## src/rtl/vga_sync_decoder.sv

```systemverilog
// vga_sync_decoder: rebuilds pixel coordinates, active-video strobe and lock status from an h/v sync pair.
// Define VGA_SYNC_DEC_STATS_EN to add the err_count and line_len status outputs.
module vga_sync_decoder #(
  parameter int H_ACTIVE      = 640,
  parameter int H_FRONT_PORCH = 16,
  parameter int H_SYNC        = 96,
  parameter int H_BACK_PORCH  = 48,
  parameter int V_ACTIVE      = 480,
  parameter int V_FRONT_PORCH = 10,
  parameter int V_SYNC        = 2,
  parameter int V_BACK_PORCH  = 33,
  parameter int LOCK_FRAMES   = 2
) (
  input  logic       clk,
  input  logic       rst_,
  input  logic       h_sync,
  input  logic       v_sync,
  output logic [9:0] pix_x,
  output logic [9:0] pix_y,
  output logic       pix_valid,
  output logic       frame_start,
  output logic       locked,
  output logic       timing_err
`ifdef VGA_SYNC_DEC_STATS_EN
  ,
  output logic [7:0] err_count,
  output logic [9:0] line_len
`endif
);
  localparam logic [10:0] H_TOTAL = 11'(H_ACTIVE + H_FRONT_PORCH + H_SYNC + H_BACK_PORCH);
  localparam logic [10:0] V_TOTAL = 11'(V_ACTIVE + V_FRONT_PORCH + V_SYNC + V_BACK_PORCH);
  localparam logic [9:0] HS_W = 10'(H_SYNC);
  localparam logic [9:0] VS_W = 10'(V_SYNC);
  localparam logic [9:0] H_BEG = 10'(H_BACK_PORCH);
  localparam logic [9:0] H_END = 10'(H_BACK_PORCH + H_ACTIVE);
  localparam logic [9:0] V_BEG = 10'(V_BACK_PORCH);
  localparam logic [9:0] V_END = 10'(V_BACK_PORCH + V_ACTIVE);
  localparam logic [3:0] LOCK_N = 4'(LOCK_FRAMES);
  localparam logic [9:0] SAT = 10'h3ff;

  typedef enum logic [1:0] {SEARCH, ACQUIRE, LOCKED} state_t;

  state_t     state_q, state_d;
  logic       hs_q, hs_p_q, vs_q, vs_p_q;
  logic [9:0] h_cnt_q, h_cnt_d, hs_low_q, hs_low_d, v_cnt_q, v_cnt_d, vs_lines_q, vs_lines_d;
  logic       v_pend_q, v_pend_d, h_seen_q, h_seen_d;
  logic [3:0] good_q, good_d;
  logic [9:0] pix_x_q, pix_x_d, pix_y_q, pix_y_d;
  logic       pix_valid_q, pix_valid_d, frame_start_q, frame_start_d, timing_err_q, timing_err_d;
  logic       h_rise, v_rise, v_clr, line_err, frame_err, lost_err, err, active;

  always_comb begin
    h_rise     = hs_q & ~hs_p_q;
    v_rise     = vs_q & ~vs_p_q;
    v_clr      = h_rise & (v_rise | v_pend_q);
    v_pend_d   = (v_rise | v_pend_q) & ~h_rise;
    h_cnt_d    = h_rise ? '0 : h_cnt_q + {9'd0, h_cnt_q != SAT};
    hs_low_d   = h_rise ? '0 : hs_low_q + {9'd0, ~hs_q & (hs_low_q != SAT)};
    v_cnt_d    = v_clr ? '0 : v_cnt_q + {9'd0, h_rise & (v_cnt_q != SAT)};
    vs_lines_d = v_clr ? '0 : vs_lines_q + {9'd0, h_rise & ~vs_q & (vs_lines_q != SAT)};
    h_seen_d   = h_seen_q | h_rise;
    // the first rise after reset closes a partial line, so it is not measured
    line_err   = h_rise & h_seen_q & ((hs_low_q != HS_W) || ({1'b0, h_cnt_q} + 11'd1 != H_TOTAL));
    frame_err  = v_clr & ((vs_lines_q != VS_W) || ({1'b0, v_cnt_q} + 11'd1 != V_TOTAL));
    lost_err   = h_cnt_q == SAT;
    err        = (state_q != SEARCH) & (line_err | frame_err | lost_err);
    state_d    = state_q;
    good_d     = good_q;
    if (err) begin
      state_d = SEARCH;
      good_d  = '0;
    end else if (v_clr && state_q != LOCKED) begin
      // the frame boundary that ends the search counts as the first good frame
      good_d  = good_q + 4'd1;
      state_d = (good_d >= LOCK_N) ? LOCKED : ACQUIRE;
    end
    active        = (v_cnt_q >= V_BEG) && (v_cnt_q < V_END) && (h_cnt_q >= H_BEG) && (h_cnt_q < H_END);
    pix_valid_d   = active & (state_q == LOCKED);
    pix_x_d       = pix_valid_d ? h_cnt_q - H_BEG : pix_x_q;
    pix_y_d       = pix_valid_d ? v_cnt_q - V_BEG : pix_y_q;
    frame_start_d = pix_valid_d & (h_cnt_q == H_BEG) & (v_cnt_q == V_BEG);
    timing_err_d  = err;
  end

  always_ff @(posedge clk or negedge rst_) begin
    if (!rst_) begin
      state_q       <= SEARCH;
      hs_q          <= 1'b1;
      hs_p_q        <= 1'b1;
      vs_q          <= 1'b1;
      vs_p_q        <= 1'b1;
      h_cnt_q       <= '0;
      hs_low_q      <= '0;
      v_cnt_q       <= '0;
      vs_lines_q    <= '0;
      v_pend_q      <= 1'b0;
      h_seen_q      <= 1'b0;
      good_q        <= '0;
      pix_x_q       <= '0;
      pix_y_q       <= '0;
      pix_valid_q   <= 1'b0;
      frame_start_q <= 1'b0;
      timing_err_q  <= 1'b0;
    end else begin
      state_q       <= state_d;
      hs_q          <= h_sync;
      hs_p_q        <= hs_q;
      vs_q          <= v_sync;
      vs_p_q        <= vs_q;
      h_cnt_q       <= h_cnt_d;
      hs_low_q      <= hs_low_d;
      v_cnt_q       <= v_cnt_d;
      vs_lines_q    <= vs_lines_d;
      v_pend_q      <= v_pend_d;
      h_seen_q      <= h_seen_d;
      good_q        <= good_d;
      pix_x_q       <= pix_x_d;
      pix_y_q       <= pix_y_d;
      pix_valid_q   <= pix_valid_d;
      frame_start_q <= frame_start_d;
      timing_err_q  <= timing_err_d;
    end
  end

  assign pix_x       = pix_x_q;
  assign pix_y       = pix_y_q;
  assign pix_valid   = pix_valid_q;
  assign frame_start = frame_start_q;
  assign locked      = state_q == LOCKED;
  assign timing_err  = timing_err_q;

`ifdef VGA_SYNC_DEC_STATS_EN
  logic [7:0] err_count_q, err_count_d;
  logic [9:0] line_len_q, line_len_d;

  always_comb begin
    err_count_d = err_count_q + {7'd0, timing_err_q & (err_count_q != 8'hff)};
    line_len_d  = h_rise ? h_cnt_q + 10'd1 : line_len_q;
  end

  always_ff @(posedge clk or negedge rst_) begin
    if (!rst_) begin
      err_count_q <= '0;
      line_len_q  <= '0;
    end else begin
      err_count_q <= err_count_d;
      line_len_q  <= line_len_d;
    end
  end

  assign err_count = err_count_q;
  assign line_len  = line_len_q;
`endif
endmodule
```

## config.mk

```make
export PLATFORM = sky130hd
export DESIGN_NAME = vga_sync_decoder
export DESIGN_NICKNAME = d
export VERILOG_FILES = /design/src/rtl/vga_sync_decoder.sv
export SDC_FILE = /design/constraint.sdc
export NUM_CORES = 1
export LEC_CHECK = 0
export BUFFER_PORTS_ARGS = -buffer_cell sky130_fd_sc_hd__buf_2
export CORE_ASPECT_RATIO = 0.8
export CORE_MARGIN = 2
export CORE_UTILIZATION = 60
export DETAILED_ROUTE_END_ITERATION = 16
export GPL_ROUTABILITY_DRIVEN = 1
export HOLD_SLACK_MARGIN = 0.08
export PLACE_DENSITY_LB_ADDON = 0.3
export SYNTH_ARGS = -nofsm -noshare
export SYNTH_HDL_FRONTEND = slang
export SYNTH_SLANG_ARGS = --single-unit
```

## constraint.sdc

```tcl
create_clock -name clk -period 2.7 [get_ports clk]
set_input_delay 0.27 -clock clk [delete_from_list [all_inputs] [get_ports clk]]
set_output_delay 0.27 -clock clk [all_outputs]
set_load 0.005 [all_outputs]
```

Word-level counts from Yosys, hierarchy flattened
Index checks and enable logic that the tools add are counted.
{"block": "word_totals", "register_bits": 75, "out_inout_bits": 24, "inputBits": 4, "elab_cells": 85}
{"block": "op_classes", "n_mux": 9, "n_eq_ne": 13, "n_bitwise": 24, "reduce_logical": 8, "order_cmp": 5, "n_addsub": 9}
{"cell": "10-bit by 1-bit adder with 10-bit output", "count": 4}
{"cell": "10-bit 2-to-1 mux", "count": 4}
{"cell": "10-bit inequality test (second input constant)", "count": 4}
{"cell": "10-bit by 1-bit adder with 11-bit output (second input constant)", "count": 2}
{"cell": "11-bit by 10-bit inequality test with 1-bit output (second input constant)", "count": 2}
{"cell": "10-bit by 6-bit == test with 1-bit output (second input constant)", "count": 2}
{"cell": "10-bit by 6-bit >= comparator with 1-bit output (second input constant)", "count": 2}
{"cell": "10-bit < comparator (second input constant)", "count": 2}
{"cell": "10-bit by 6-bit subtractor with 10-bit output (second input constant)", "count": 2}
{"cell": "1-bit AND", "count": 15}
{"cell": "10-bit == test (second input constant)", "count": 1}
{"cell": "10-bit by 2-bit inequality test with 1-bit output (second input constant)", "count": 1}
{"cell": "10-bit by 7-bit inequality test with 1-bit output (second input constant)", "count": 1}
{"cell": "4-bit 2-to-1 mux", "count": 2}
{"cell": "2-bit 2-to-1 mux", "count": 3}
{"cell": "1-bit NOT", "count": 5}
{"cell": "4-bit by 1-bit adder with 4-bit output (second input constant)", "count": 1}
{"cell": "4-bit by 2-bit >= comparator with 1-bit output (second input constant)", "count": 1}
{"cell": "1-bit logical AND", "count": 4}
{"cell": "1-bit OR", "count": 4}
{"cell": "2-bit nonzero test", "count": 2}
{"cell": "2-bit == test (second input constant)", "count": 1}
{"cell": "1-bit logical OR", "count": 2}
{"cell": "2-bit inequality test (second input constant)", "count": 1}

Longest topological paths before layout
Gate-level depths: netlist (run 1).
{"block": "logic_depth", "word_depth": 9, "mapped_depth": 11, "ltp_nobuf": 10}

Worst setup path before layout (run 1)
No wires, ideal clock.
{"block": "synth_timing", "path_type": "register -> register", "from": "register v_cnt_q[1]", "to": "register pix_x_q[0], in the netlist pix_x[0]", "t_required_ps": 2575, "setup_slack_ps": 437, "arrival_time_ps": 2138, "path_stages_with_launch": 8, "period_less_slack_ps": 2263, "setup_time_ps": 125, "n_path_buf": 0, "cell_sequence": "dfrtp_1 > inv_1 > ha_1 > or4b_4 > o21ai_1 > a21oi_1 > o2111ai_4 > mux2_2"}
{"block": "synth_via", "elab_chain_cells": 5}
{"element": "from (decl)", "line_no": "45", "rtl": "logic [9:0] h_cnt_q, h_cnt_d, hs_low_q, hs_low_d, v_cnt_q, v_cnt_d, vs_lines_q, vs_lines_d;"}
{"element": "from (signal assigned)", "line_no": "112", "rtl": "v_cnt_q <= v_cnt_d;"}
{"element": "10-bit by 6-bit >= comparator with 1-bit output or 10-bit < comparator (tied branches)", "line_no": "77", "rtl": "active = (v_cnt_q >= V_BEG) && (v_cnt_q < V_END) && (h_cnt_q >= H_BEG) && (h_cnt_q < H_END);"}
{"element": "1-bit logical AND (*) (3 in a row)", "line_no": "77"}
{"element": "1-bit AND (*)", "line_no": "78", "rtl": "pix_valid_d = active & (state_q == LOCKED);"}
{"element": "to (signal assigned)", "line_no": "117", "rtl": "pix_x_q <= pix_x_d;"}
{"element": "to (decl)", "line_no": "48", "rtl": "logic [9:0] pix_x_q, pix_x_d, pix_y_q, pix_y_d;"}
Every way passes the cells marked *; elsewhere a longest branch is shown, timed or not.
A chain may end at the register's enable or synchronous reset.

Final worst setup path (run 1)
{"block": "layout_timing", "from": "register h_cnt_q[4]", "to": "register h_cnt_q[8]"}
{"block": "layout_via", "elab_chain_cells": 3}
{"element": "from (decl)", "line_no": "45"}
{"element": "from (signal assigned)", "line_no": "110", "rtl": "h_cnt_q <= h_cnt_d;"}
{"element": "10-bit inequality test", "line_no": "57", "rtl": "h_cnt_d = h_rise ? '0 : h_cnt_q + {9'd0, h_cnt_q != SAT};"}
{"element": "10-bit by 1-bit adder with 10-bit output (*)", "line_no": "57"}
{"element": "10-bit 2-to-1 mux (*)", "line_no": "57"}
{"element": "net h_cnt_d[8]", "line_no": "45"}
The timed path passes the listed nets; every way through them passes the cells marked *.

==> PnR_summary.wiki, run 1 <==
{| class="wikitable"
! Metric !! Value
|-
| Worst slew slack as a fraction of its limit || 0.3827
|-
| Post-DR wirelength/cell || 14.59 µm
|-
| Total CTS buffers || 9
|-
| Die width || 94.44 µm
|-
| Residual overflow from global routing || 0
|-
| CP Data Required Time || 2.92 ns
|-
| Clock slew seen by the registers of the worst setup and hold paths || 0.08 ns
|-
| Worst min-delay path category || input port to async pin
|-
| Outcome || finished clean
|-
| Overall via count from detail_route || 2974
|-
| Overall routing resource usage || 0.2268
|-
| Combined area of all synthesized cells || 0.003926 mm²
|-
| Total number of H-tree levels || 3
|-
| Slew at the pin with the worst max-slew slack || 0.9260 ns
|-
| Count of TritonRoute iterations in the first routing pass || 5
|-
| Core utilization of the finished layout || 0.7006
|-
| Routed WL || 7.587 mm
|-
| Kind of cell adding the most delay to the critical path || simple AND/OR/NAND/NOR gates
|-
| Critical Path Start Type || register
|-
| Most common flop cell mapped by yosys || dfrtp_1
|-
| Pin count of the biggest net entering global routing || 76
|-
| Crit path arrival time || 2.72 ns
|-
| Vias in the first global route || 2749
|-
| Final critical delay including setup and external delays || 2.499 ns
|-
| Syn-to-layout area delta || 13.19%
|-
| Number of antenna violations at the first check in global routing || 0
|-
| Placement-stage worst setup slack || 0.2038 ns
|-
| Total count of max-transition violations in the final report || 0
|-
| Setup Skew || 0.006846 ns
|-
| Share of final-layout standard cells stronger than drive strength 1 || 0.1743
|-
| Area of the core || 0.006344 mm²
|-
| I/O pin total || 28
|-
| Final hold viol count || 0
|-
| Max-capacitance violation count || 0
|-
| Cell area power density || 739.1 mW/mm²
|-
| Antenna Nets Post-Route || 0
|-
| Worst VDD drop || 0.0004376 V
|-
| Commonest cells after routing, fill and taps aside || dfrtp_1 (71), nand2_1 (37), nor2_1 (37), o21ai_0 (26), buf_2 (26)
|-
| Buffers & Inverters on Critical Path || 0
|-
| Maximum count of clock buffers along a single path || 2
|-
| Final setup TNS || 0 ns
|-
| Post-detailed-route DRC marker count || 0
|-
| Effective utilization at floorplan || 0.6189
|-
| Total design power || 3.285 mW
|-
| Final worst path period share || 0.9256
|-
| Nets@finish || 449
|-
| Critical-path cell list || ha_2 -> nand3_1 -> or4_1 -> ha_1 -> ha_1 -> nand3_1 -> or3_1 -> a21oi_1
|-
| Placer's final routability congestion estimate || 0.8590
|-
| Leading cell type in the layout, fill and taps excluded || dfrtp_1
|-
| RSZ-0062 raised after global routing || false
|-
| Clock root buffer master || clkbuf_8
|-
| Post-synthesis average cell area || 9.890 µm²
|-
| Slowest cell on the critical path || or4_1
|-
| Achievable Freq || 400.2 MHz
|-
| TritonCTS clock tree || built
|-
| Placement Rows || 26
|-
| DR iter-0 viols || 123
|-
| Element type at the critical path end || register
|-
| Yosys warnings || 0
|-
| Final setup margin || 0.2010 ns
|-
| Classification of the worst setup path || register to register
|-
| Height of the chip || 76.36 µm
|-
| Number of distinct library cells after synthesis || 49
|-
| Count of mapped cells out of synthesis || 397
|-
| Seq/Total Area, Yosys || 0.4793
|-
| Clock insertion delay at the later pin of the skew report || 0.35 ns
|-
| Worst Path Max Fanout || 5
|-
| Number of input and output port buffers inserted || 27
|-
| Async set-or-reset flop fraction in the synthesized netlist || 1.000
|-
| Leakage Power || 2.066 nW
|-
| Global-route wire length before repair || 12.80 mm
|-
| # diodes || 0
|-
| Clock sink count || 75
|-
| Vias per cell || 5.719
|-
| Die area || 0.007211 mm²
|-
| Largest stage delay on the critical path || 0.58 ns
|-
| Syn nets || 415
|-
| Number of enable flip-flop cells after synthesis || 0
|-
| Count of state elements after synthesis || 75
|-
| Dpl hpwl || 5.306 mm
|-
| Setup violation total in the final timing report || 0
|}
## repair_timing
item                                    4_1_cts  5_1_grt
endpoints found under the setup margin        0        3
gates resized for setup                       0        1
setup buffers                                 0        0
hold buffers                                  2        0
hold endpoints to repair                      2        0
## path summary, 6_finish.rpt
kind	end	from	cells after the start	slack (ns)
max in group asynchronous	hs_low_q[8]	rst_	1	2.04
min in group clk	vs_p_q	vs_q	0	0.38
hold reg to reg	vs_p_q	vs_q	0	0.38
hold / removal	pix_valid	rst_	1	0.03
setup reg to reg	h_cnt_q[8]	h_cnt_q[4]	8	0.20
setup / recovery	h_cnt_q[8]	h_cnt_q[4]	8	0.20
## where the power goes
group | total, mW | internal [mW] | switching, mW
sequential | 1.42 | 1.25 | 0.177
clock | 1.13 | 0.711 | 0.417
combinational | 0.732 | 0.349 | 0.383
## final cells by class
class	count	area, µm²
repair buffers	44	270.3
multi-input cells	294	1897
flip-flops and latches	75	1882
fillers	502	1899
well taps	84	105.1
inverters	7	26.28
clock inverters	6	136.4
clock buffers	10	127.6
## cells by family (layout without fill, tap and decap cells)
| kind of cell | after synthesis | count (layout) | share of synthesized area |
|---|---|---|---|
| simple gates | 170 | 170 | 0.2250 |
| flops | 75 | 75 | 0.4793 |
| compound gates | 60 | 60 | 0.09656 |
| xor+xnor | 42 | 42 | 0.09369 |
| buf+inv | 28 | 67 | 0.03824 |
| fa+ha+maj | 14 | 14 | 0.04461 |
| mux | 8 | 8 | 0.02263 |
## layer usage
metal / global-route usage / vias up / part of all wire
li1: - / 1445 / -
met1: 0.3112 / 1448 / 0.48
met2: 0.3586 / 73 / 0.47
met3: 0.05341 / 8 / 0.041
met4: 0.07101 / 0 / 0.011
met5: 0 / - / 0
## synthesized netlist by cell type, types with 9 or more instances
master | n | area (µm²)
ha_1 | 14 | 175.2
o21ai_0 | 26 | 130.1
a21oi_1 | 16 | 80.08
xor2_1 | 19 | 166.4
dfrtp_1 | 71 | 1777
nand3_1 | 24 | 120.1
xnor2_1 | 23 | 201.4
nor2_1 | 37 | 138.9
nand2_1 | 37 | 138.9
nor3_1 | 9 | 45.04
## through the flow
stage / hold slack [ns] / area (µm²) / instances
global placement: 0.3623 / 4158 / 502
global route: 0.1289 / 4444 / 520
detailed placement: 0.3701 / 4158 / 502
finish: 0.03371 / 4444 / 520
floorplan: -0.02559 / 3926 / 397
CTS: 0.09277 / 4442 / 520
## sequential cells by signal, indices dropped and copies added, names as in the netlist, 2 cells and up
signal,count
state_q,2
hs_low_q,10
vs_lines_q,10
h_cnt_q,10
pix_x,10
good_q,4
pix_y,10
v_cnt_q,10
Note: power is estimated with default switching activity, not from simulation.
==> run 2: changes to the inputs <==
==> constraint.sdc (replaced) <==
create_clock -name clk -period 2.35 [get_ports clk]
set_input_delay 0.235 -clock clk [delete_from_list [all_inputs] [get_ports clk]]
set_output_delay 0.235 -clock clk [all_outputs]
set_load 0.005 [all_outputs]
==> run 2 against run 1 <==
Effect of this change:
- cell area increased by 2.6%
- sequential share of layout area decreased by 1.1 points
- final cell count grew 3.1%
- critical path depth did not move
- sequential power is 14% higher
- non-clock buffer count rose by 16
- critical endpoint is now h_cnt_q[4]
==> PnR_summary.wiki, run 2 (synthesis gave the netlist of run 1 again) <==
{| class="wikitable"
! Metric !! Value
|-
| Outcome || finished clean (unchanged)
|-
| Final worst path period share || 0.9579 (was 0.9256)
|-
| Placement Rows || 26 (unchanged)
|-
| Worst min-delay path category || register to register (was input port to async pin)
|-
| Clock root buffer master || clkbuf_8 (unchanged)
|-
| Classification of the worst setup path || register to register (unchanged)
|-
| Critical-path cell list || ha_2 -> nand3_1 -> or4_4 -> ha_2 -> ha_1 -> nand3_1 -> xor2_1 -> nor2_1 (was ha_2 -> nand3_1 -> or4_1 -> ha_1 -> ha_1 -> nand3_1 -> or3_1 -> a21oi_1)
|-
| Die width || 94.44 µm (unchanged)
|-
| I/O pin total || 28 (unchanged)
|-
| Top sig layer || met4 (unchanged)
|-
| Leakage Power || 2.122 nW (was 2.066 nW)
|-
| Clock sink count || 75 (unchanged)
|-
| Maximum count of clock buffers along a single path || 2 (unchanged)
|-
| Vias per cell || 5.741 (was 5.719)
|-
| Total CTS buffers || 9 (unchanged)
|-
| Overall via count from detail_route || 3077 (was 2974)
|-
| Number of input and output port buffers inserted || 27 (unchanged)
|-
| Pin count of the biggest net entering global routing || 76 (unchanged)
|-
| Clock insertion delay at the later pin of the skew report || 0.35 ns (about the same)
|-
| Nets@finish || 466 (was 449)
|-
| DRT met1 WL || 3.743 mm (was 3.625 mm)
|-
| Setup violation total in the final timing report || 0 (unchanged)
|-
| Worst VDD drop || 0.0005171 V (was 0.0004376 V)
|-
| Syn-to-layout area delta || 16.16% (was 13.19%)
|-
| Achievable Freq || 444.2 MHz (was 400.2 MHz)
|-
| Vias in the first global route || 2864 (was 2749)
|-
| Max-capacitance violation count || 0 (unchanged)
|-
| Crit path arrival time || 2.49 ns (was 2.72 ns)
|-
| Total count of max-transition violations in the final report || 0 (unchanged)
|-
| Residual overflow from global routing || 0 (unchanged)
|-
| Placed cells || 516 (was 502)
|-
| # diodes || 0 (unchanged)
|-
| Worst slew slack as a fraction of its limit || 0.3870 (was 0.3827)
|-
| Final critical delay including setup and external delays || 2.251 ns (was 2.499 ns)
|-
| Routed WL || 8.218 mm (was 7.587 mm)
|-
| Slowest cell on the critical path || or4_4 (was or4_1)
|-
| Final hold viol count || 0 (unchanged)
|-
| Placer's final routability congestion estimate || 0.8811 (was 0.8590)
|-
| Number of standard cells in the layout, taps in and fillers out || 536 (was 520)
|-
| Count of TritonRoute iterations in the first routing pass || 4 (was 5)
|-
| Area of the core || 0.006344 mm² (unchanged)
|-
| Dpl hpwl || 5.591 mm (was 5.306 mm)
|-
| Cell area power density || 774.1 mW/mm² (was 739.1 mW/mm²)
|-
| Setup Skew || 0.009672 ns (was 0.006846 ns)
|-
| Clock slew seen by the registers of the worst setup and hold paths || 0.08 ns (about the same)
|-
| Commonest cells after routing, fill and taps aside || dfrtp_1 (71), nand2_1 (37), nor2_1 (35), buf_4 (30) (was dfrtp_1 (71), nand2_1 (37), nor2_1 (37), o21ai_0 (26), buf_2 (26))
|-
| Height of the chip || 76.36 µm (unchanged)
|-
| Filler Cells Inserted || 459 (was 502)
|-
| Final setup TNS || 0 ns (unchanged)
|-
| Routed wire length on met2 || 3.911 mm (was 3.563 mm)
|-
| Antenna Nets Post-Route || 0 (unchanged)
|-
| Post-DR wirelength/cell || 15.33 µm (was 14.59 µm)
|-
| Total number of H-tree levels || 3 (unchanged)
|-
| Slew at the pin with the worst max-slew slack || 0.9194 ns (was 0.9260 ns)
|-
| Core utilization of the finished layout || 0.7189 (was 0.7006)
|-
| Post-detailed-route DRC marker count || 0 (unchanged)
|-
| Global-route wire length before repair || 13.57 mm (was 12.80 mm)
|-
| Wire length on met3 || 461 µm (was 311 µm)
|-
| CP Data Required Time || 2.59 ns (was 2.92 ns)
|-
| Critical Path Start Type || register (unchanged)
|-
| Effective utilization at floorplan || 0.6189 (unchanged)
|-
| Leading cell type in the layout, fill and taps excluded || dfrtp_1 (unchanged)
|-
| Worst Path Max Fanout || 4 (was 5)
|-
| Share of final-layout standard cells stronger than drive strength 1 || 0.2257 (was 0.1743)
|-
| TritonCTS clock tree || built (unchanged)
|-
| Element type at the critical path end || register (unchanged)
|-
| Die area || 0.007211 mm² (unchanged)
|-
| Largest stage delay on the critical path || 0.58 ns (about the same)
|-
| Overall routing resource usage || 0.2418 (was 0.2268)
|-
| DR iter-0 viols || 155 (was 123)
|-
| Number of antenna violations at the first check in global routing || 0 (unchanged)
|}
## run 2: worst paths after layout
kind | from | to | slack, ns | cells after the start
max | h_cnt_q[4] | h_cnt_q[4] | 0.1 | 8
min | vs_q | vs_p_q | 0.38 | 0
max reg2reg | h_cnt_q[4] | h_cnt_q[4] | 0.1 | 8
min reg2reg | vs_q | vs_p_q | 0.38 | 0
max in group asynchronous | rst_ | h_seen_q | 1.17 | 2
min in group asynchronous | rst_ | h_cnt_q[6] | 0.58 | 2
## run 2: per-stage QoR
stage	setup WS [ns]	hold WS (ns)	power (mW)	instance area, µm²
floorplan	0.08686	-0.06059	2.239	3926
global placement	0.1375	0.3424	2.523	4275
detailed placement	0.04128	0.3435	2.577	4275
CTS	0.01046	0.3809	3.517	4487
global route	-0.01999	0.3908	3.762	4561
finish	0.09900	0.3798	3.530	4561
## run 2: critical path, delay by kind of cell (launching register included)
| family | cells | cell delay [ns] |
|---|---|---|
| flops | 1 | 0.37 |
| simple gates | 4 | 0.92 |
| xor+xnor | 1 | 0.17 |
| fa+ha+maj | 3 | 0.68 |
## run 2: power by group
| group | total (mW) | switching, mW | internal, mW |
|---|---|---|---|
| clock network | 0.929 | 0.453 | 0.476 |
| logic | 0.985 | 0.519 | 0.465 |
| registers | 1.62 | 0.182 | 1.43 |
| total | 3.53 | 1.15 | 2.38 |
## run 2: area by class of cell
class	instances	area [µm²]	share of cell area
multi-input combinational	295	1961	0.4299
clock inverter	6	57.56	0.01262
tap	84	105.1	0.02305
sequential	75	1882	0.4126
inverter	7	26.28	0.005761
clock buffer	9	123.9	0.02716
timing repair buffer	60	405.4	0.08889
## run 2: what timing repair did
item / 4_1_cts / 5_1_grt
setup buffers: 0 / 1
setup endpoints to repair: 0 / 27
gates resized for setup: 0 / 13
hold buffers: 3 / 0
endpoints found under the hold margin: 73 / 0
## run 2: layer usage
metal / track usage / vias up
li1: - / 1487
met1: 0.3344 / 1499
met2: 0.3779 / 83
met3: 0.07023 / 8
met4: 0.05942 / 0
met5: 0 / -
==> run 3: changes to the inputs <==
--- a/config.mk
+++ b/config.mk
@@ -9,10 +9,10 @@
 export CORE_ASPECT_RATIO = 0.8
 export CORE_MARGIN = 2
 export CORE_UTILIZATION = 60
+export CTS_CLUSTER_SIZE = 16
 export DETAILED_ROUTE_END_ITERATION = 16
-export GPL_ROUTABILITY_DRIVEN = 1
 export HOLD_SLACK_MARGIN = 0.08
-export PLACE_DENSITY_LB_ADDON = 0.3
+export PLACE_DENSITY = 0.9
 export SYNTH_ARGS = -nofsm -noshare
 export SYNTH_HDL_FRONTEND = slang
 export SYNTH_SLANG_ARGS = --single-unit
==> run 3 against run 2 <==
Effect of this change:
- flip-flop and latch count unchanged
- die area stayed put
- largest cell class unchanged
- clock power up 15%
- sequential power is essentially flat
- utilization decreased by 0.41 points
- register-to-register slack barely moved
- critical endpoint is now pix_x[3]
- maximum frequency hardly changed
- via count increased by 2.8%
- combinational power is 7.2% lower
==> PnR_summary.wiki, run 3 (synthesis gave the netlist of run 1 again) <==
{| class="wikitable"
! Metric !! Value
|-
| Placement-stage worst setup slack || 0.03471 ns (was 0.04128 ns)
|-
| Antenna Nets Post-Route || 0 (unchanged)
|-
| Max-capacitance violation count || 0 (unchanged)
|-
| # diodes || 0 (unchanged)
|-
| Achievable Freq || 444.2 MHz (about the same)
|-
| Critical Path Start Type || register (unchanged)
|-
| Flop-to-flop setup slack || 0.1 ns (about the same)
|-
| Share of final-layout standard cells stronger than drive strength 1 || 0.2031 (was 0.2257)
|-
| Nets@finish || 462 (was 466)
|-
| Slew at the pin with the worst max-slew slack || 0.8812 ns (was 0.9194 ns)
|-
| Reg2Reg Capture Point || pix_x[3] (was h_cnt_q[4])
|-
| Overall via count from detail_route || 3162 (was 3077)
|-
| Largest stage delay on the critical path || 0.49 ns (was 0.58 ns)
|-
| Placer's final routability congestion estimate || 0.9140 (was 0.8811)
|-
| Number of input and output port buffers inserted || 27 (unchanged)
|-
| TritonCTS clock tree || built (unchanged)
|-
| Crit. Startpoint || v_cnt_q[1] (was h_cnt_q[4])
|-
| RSZ-0062 raised after global routing || false
|-
| Final setup TNS || 0 ns (unchanged)
|-
| Leakage Power || 2.118 nW (was 2.122 nW)
|-
| Element type at the critical path end || register (unchanged)
|-
| I/O pin total || 28 (unchanged)
|-
| Die width || 94.44 µm (unchanged)
|-
| Cell area power density || 798.9 mW/mm² (was 774.1 mW/mm²)
|-
| Number of cells on the worst reg-to-reg path || 8 (unchanged)
|-
| Post-detailed-route DRC marker count || 0 (unchanged)
|-
| Crit path arrival time || 2.49 ns (about the same)
|-
| Final hold viol count || 0 (unchanged)
|-
| Worst slew slack as a fraction of its limit || 0.4126 (was 0.3870)
|-
| Effective utilization at floorplan || 0.6189 (unchanged)
|-
| Height of the chip || 76.36 µm (unchanged)
|-
| Setup Skew || 0.01157 ns (was 0.009672 ns)
|-
| Worst setup path endpoint || pix_x[3] (was h_cnt_q[4])
|-
| Critical-path cell list || inv_1 -> ha_1 -> or4b_4 -> o21ai_1 -> a21oi_1 -> o2111ai_4 -> buf_4 -> mux2_2 (was ha_2 -> nand3_1 -> or4_4 -> ha_2 -> ha_1 -> nand3_1 -> xor2_1 -> nor2_1)
|-
| Pin count of the biggest net entering global routing || 40 (was 76)
|-
| Clock root buffer master || clkbuf_8 (unchanged)
|-
| Worst VDD drop || 0.0005991 V (was 0.0005171 V)
|-
| Placement Rows || 26 (unchanged)
|-
| Vias per cell || 5.944 (was 5.741)
|-
| Total CTS buffers || 9 (unchanged)
|-
| Overall routing resource usage || 0.2516 (was 0.2418)
|-
| Total count of max-transition violations in the final report || 0 (unchanged)
|-
| Outcome || finished clean (unchanged)
|-
| Setup violation total in the final timing report || 0 (unchanged)
|-
| Classification of the worst setup path || register to register (unchanged)
|-
| Number of antenna violations at the first check in global routing || 0 (unchanged)
|-
| Area of the core || 0.006344 mm² (unchanged)
|-
| Syn-to-layout area delta || 15.49% (was 16.16%)
|-
| Clock sink count || 75 (unchanged)
|-
| Final worst path period share || 0.9580 (was 0.9579)
|-
| DR iter-0 viols || 203 (was 155)
|-
| Maximum count of clock buffers along a single path || 2 (unchanged)
|-
| Vias in the first global route || 3048 (was 2864)
|-
| Commonest cells after routing, fill and taps aside || dfrtp_1 (71), nand2_1 (37), nor2_1 (37), buf_2 (27) (was dfrtp_1 (71), nand2_1 (37), nor2_1 (35), buf_4 (30))
|-
| Dpl hpwl || 5.929 mm (was 5.591 mm)
|-
| Worst Path Max Fanout || 6 (was 4)
|-
| Clock slew seen by the registers of the worst setup and hold paths || 0.07 ns (was 0.08 ns)
|-
| Final critical delay including setup and external delays || 2.251 ns (about the same)
|-
| Post-route worst hold slack || 0.3818 ns (was 0.3798 ns)
|-
| Clock insertion delay at the later pin of the skew report || 0.35 ns (about the same)
|-
| Post-DR wirelength/cell || 15.92 µm (was 15.33 µm)
|-
| Worst min-delay path category || register to register (unchanged)
|-
| Count of TritonRoute iterations in the first routing pass || 4 (unchanged)
|-
| Global-route wire length before repair || 14.22 mm (was 13.57 mm)
|-
| Leading cell type in the layout, fill and taps excluded || dfrtp_1 (unchanged)
|-
| Slowest cell on the critical path || or4b_4 (was or4_4)
|-
| Worst R2R Start || v_cnt_q[1] (was h_cnt_q[4])
|-
| Die area || 0.007211 mm² (unchanged)
|-
| Total number of H-tree levels || 3 (unchanged)
|-
| Routed WL || 8.468 mm (was 8.218 mm)
|-
| Residual overflow from global routing || 0 (unchanged)
|-
| CP Data Required Time || 2.59 ns (about the same)
|-
| Final setup margin || 0.09868 ns (was 0.09900 ns)
|}
==> run 3: layout make-up <==
class                      count  area [µm²]
multi-input combinational    294        1926
sequential                    75        1882
fill                         425        1809
timing repair buffer          57       380.4
clock buffer                  10       137.6
tap                           84       105.1
clock inverter                 5       77.57
inverter                       7       26.28
==> run 3: power breakdown <==
| part | internal, mW | total, mW | switching [mW] |
|---|---|---|---|
| clock | 0.617 | 1.07 | 0.451 |
| combinational | 0.426 | 0.914 | 0.488 |
| sequential | 1.43 | 1.64 | 0.207 |
| total | 2.48 | 3.62 | 1.15 |
==> run 3: repair_timing <==
action                                  in CTS  in global routing
setup buffers                                0                  2
hold buffers                                 3                  0
endpoints found under the hold margin       34                  0
endpoints found under the setup margin       0                 24
resized for setup                            0                  6
==> run 3: per-stage QoR <==
step                      power [mW]  area (µm²)  std cells  utilization
after global placement         2.463        4243        512       0.6688
after detailed placement       2.538        4243        512       0.6688
after CTS                      3.613        4488        530       0.7075
final                          3.622        4534        532       0.7148
after floorplan                2.239        3926        397            -
after global routing           3.828        4534        532       0.7148
==> run 3: worst min path at each step <==
stage / slack, ns / to / cells after the start / start
2_1_floorplan: -0.06 / frame_start / 0 / rst_
3_3_place_gp: 0.34 / vs_q / 1 / v_sync
3_5_place_dp: 0.34 / hs_q / 1 / h_sync
4_1_cts: 0.38 / vs_p_q / 0 / vs_q
5_1_grt: 0.38 / vs_p_q / 0 / vs_q
6_report: 0.38 / vs_p_q / 0 / vs_q
==> run 3: routing by layer <==
layer	wire length, µm	part of all wire	GRT usage
met1	3722	0.44	0.3419
met2	4114	0.49	0.3993
met3	528	0.062	0.07319
met4	102	0.012	0.06232
met5	0	0	0
==> run 3: worst max-delay path, delay by kind of cell (launching register included) <==
family	cells	cell delay, ns
adders and majority gates	1	0.17
buffers and inverters	2	0.30
DFF	1	0.38
and+or+nand+nor	1	0.49
AOI/OAI and AO/OA	3	0.45
muxes	1	0.34
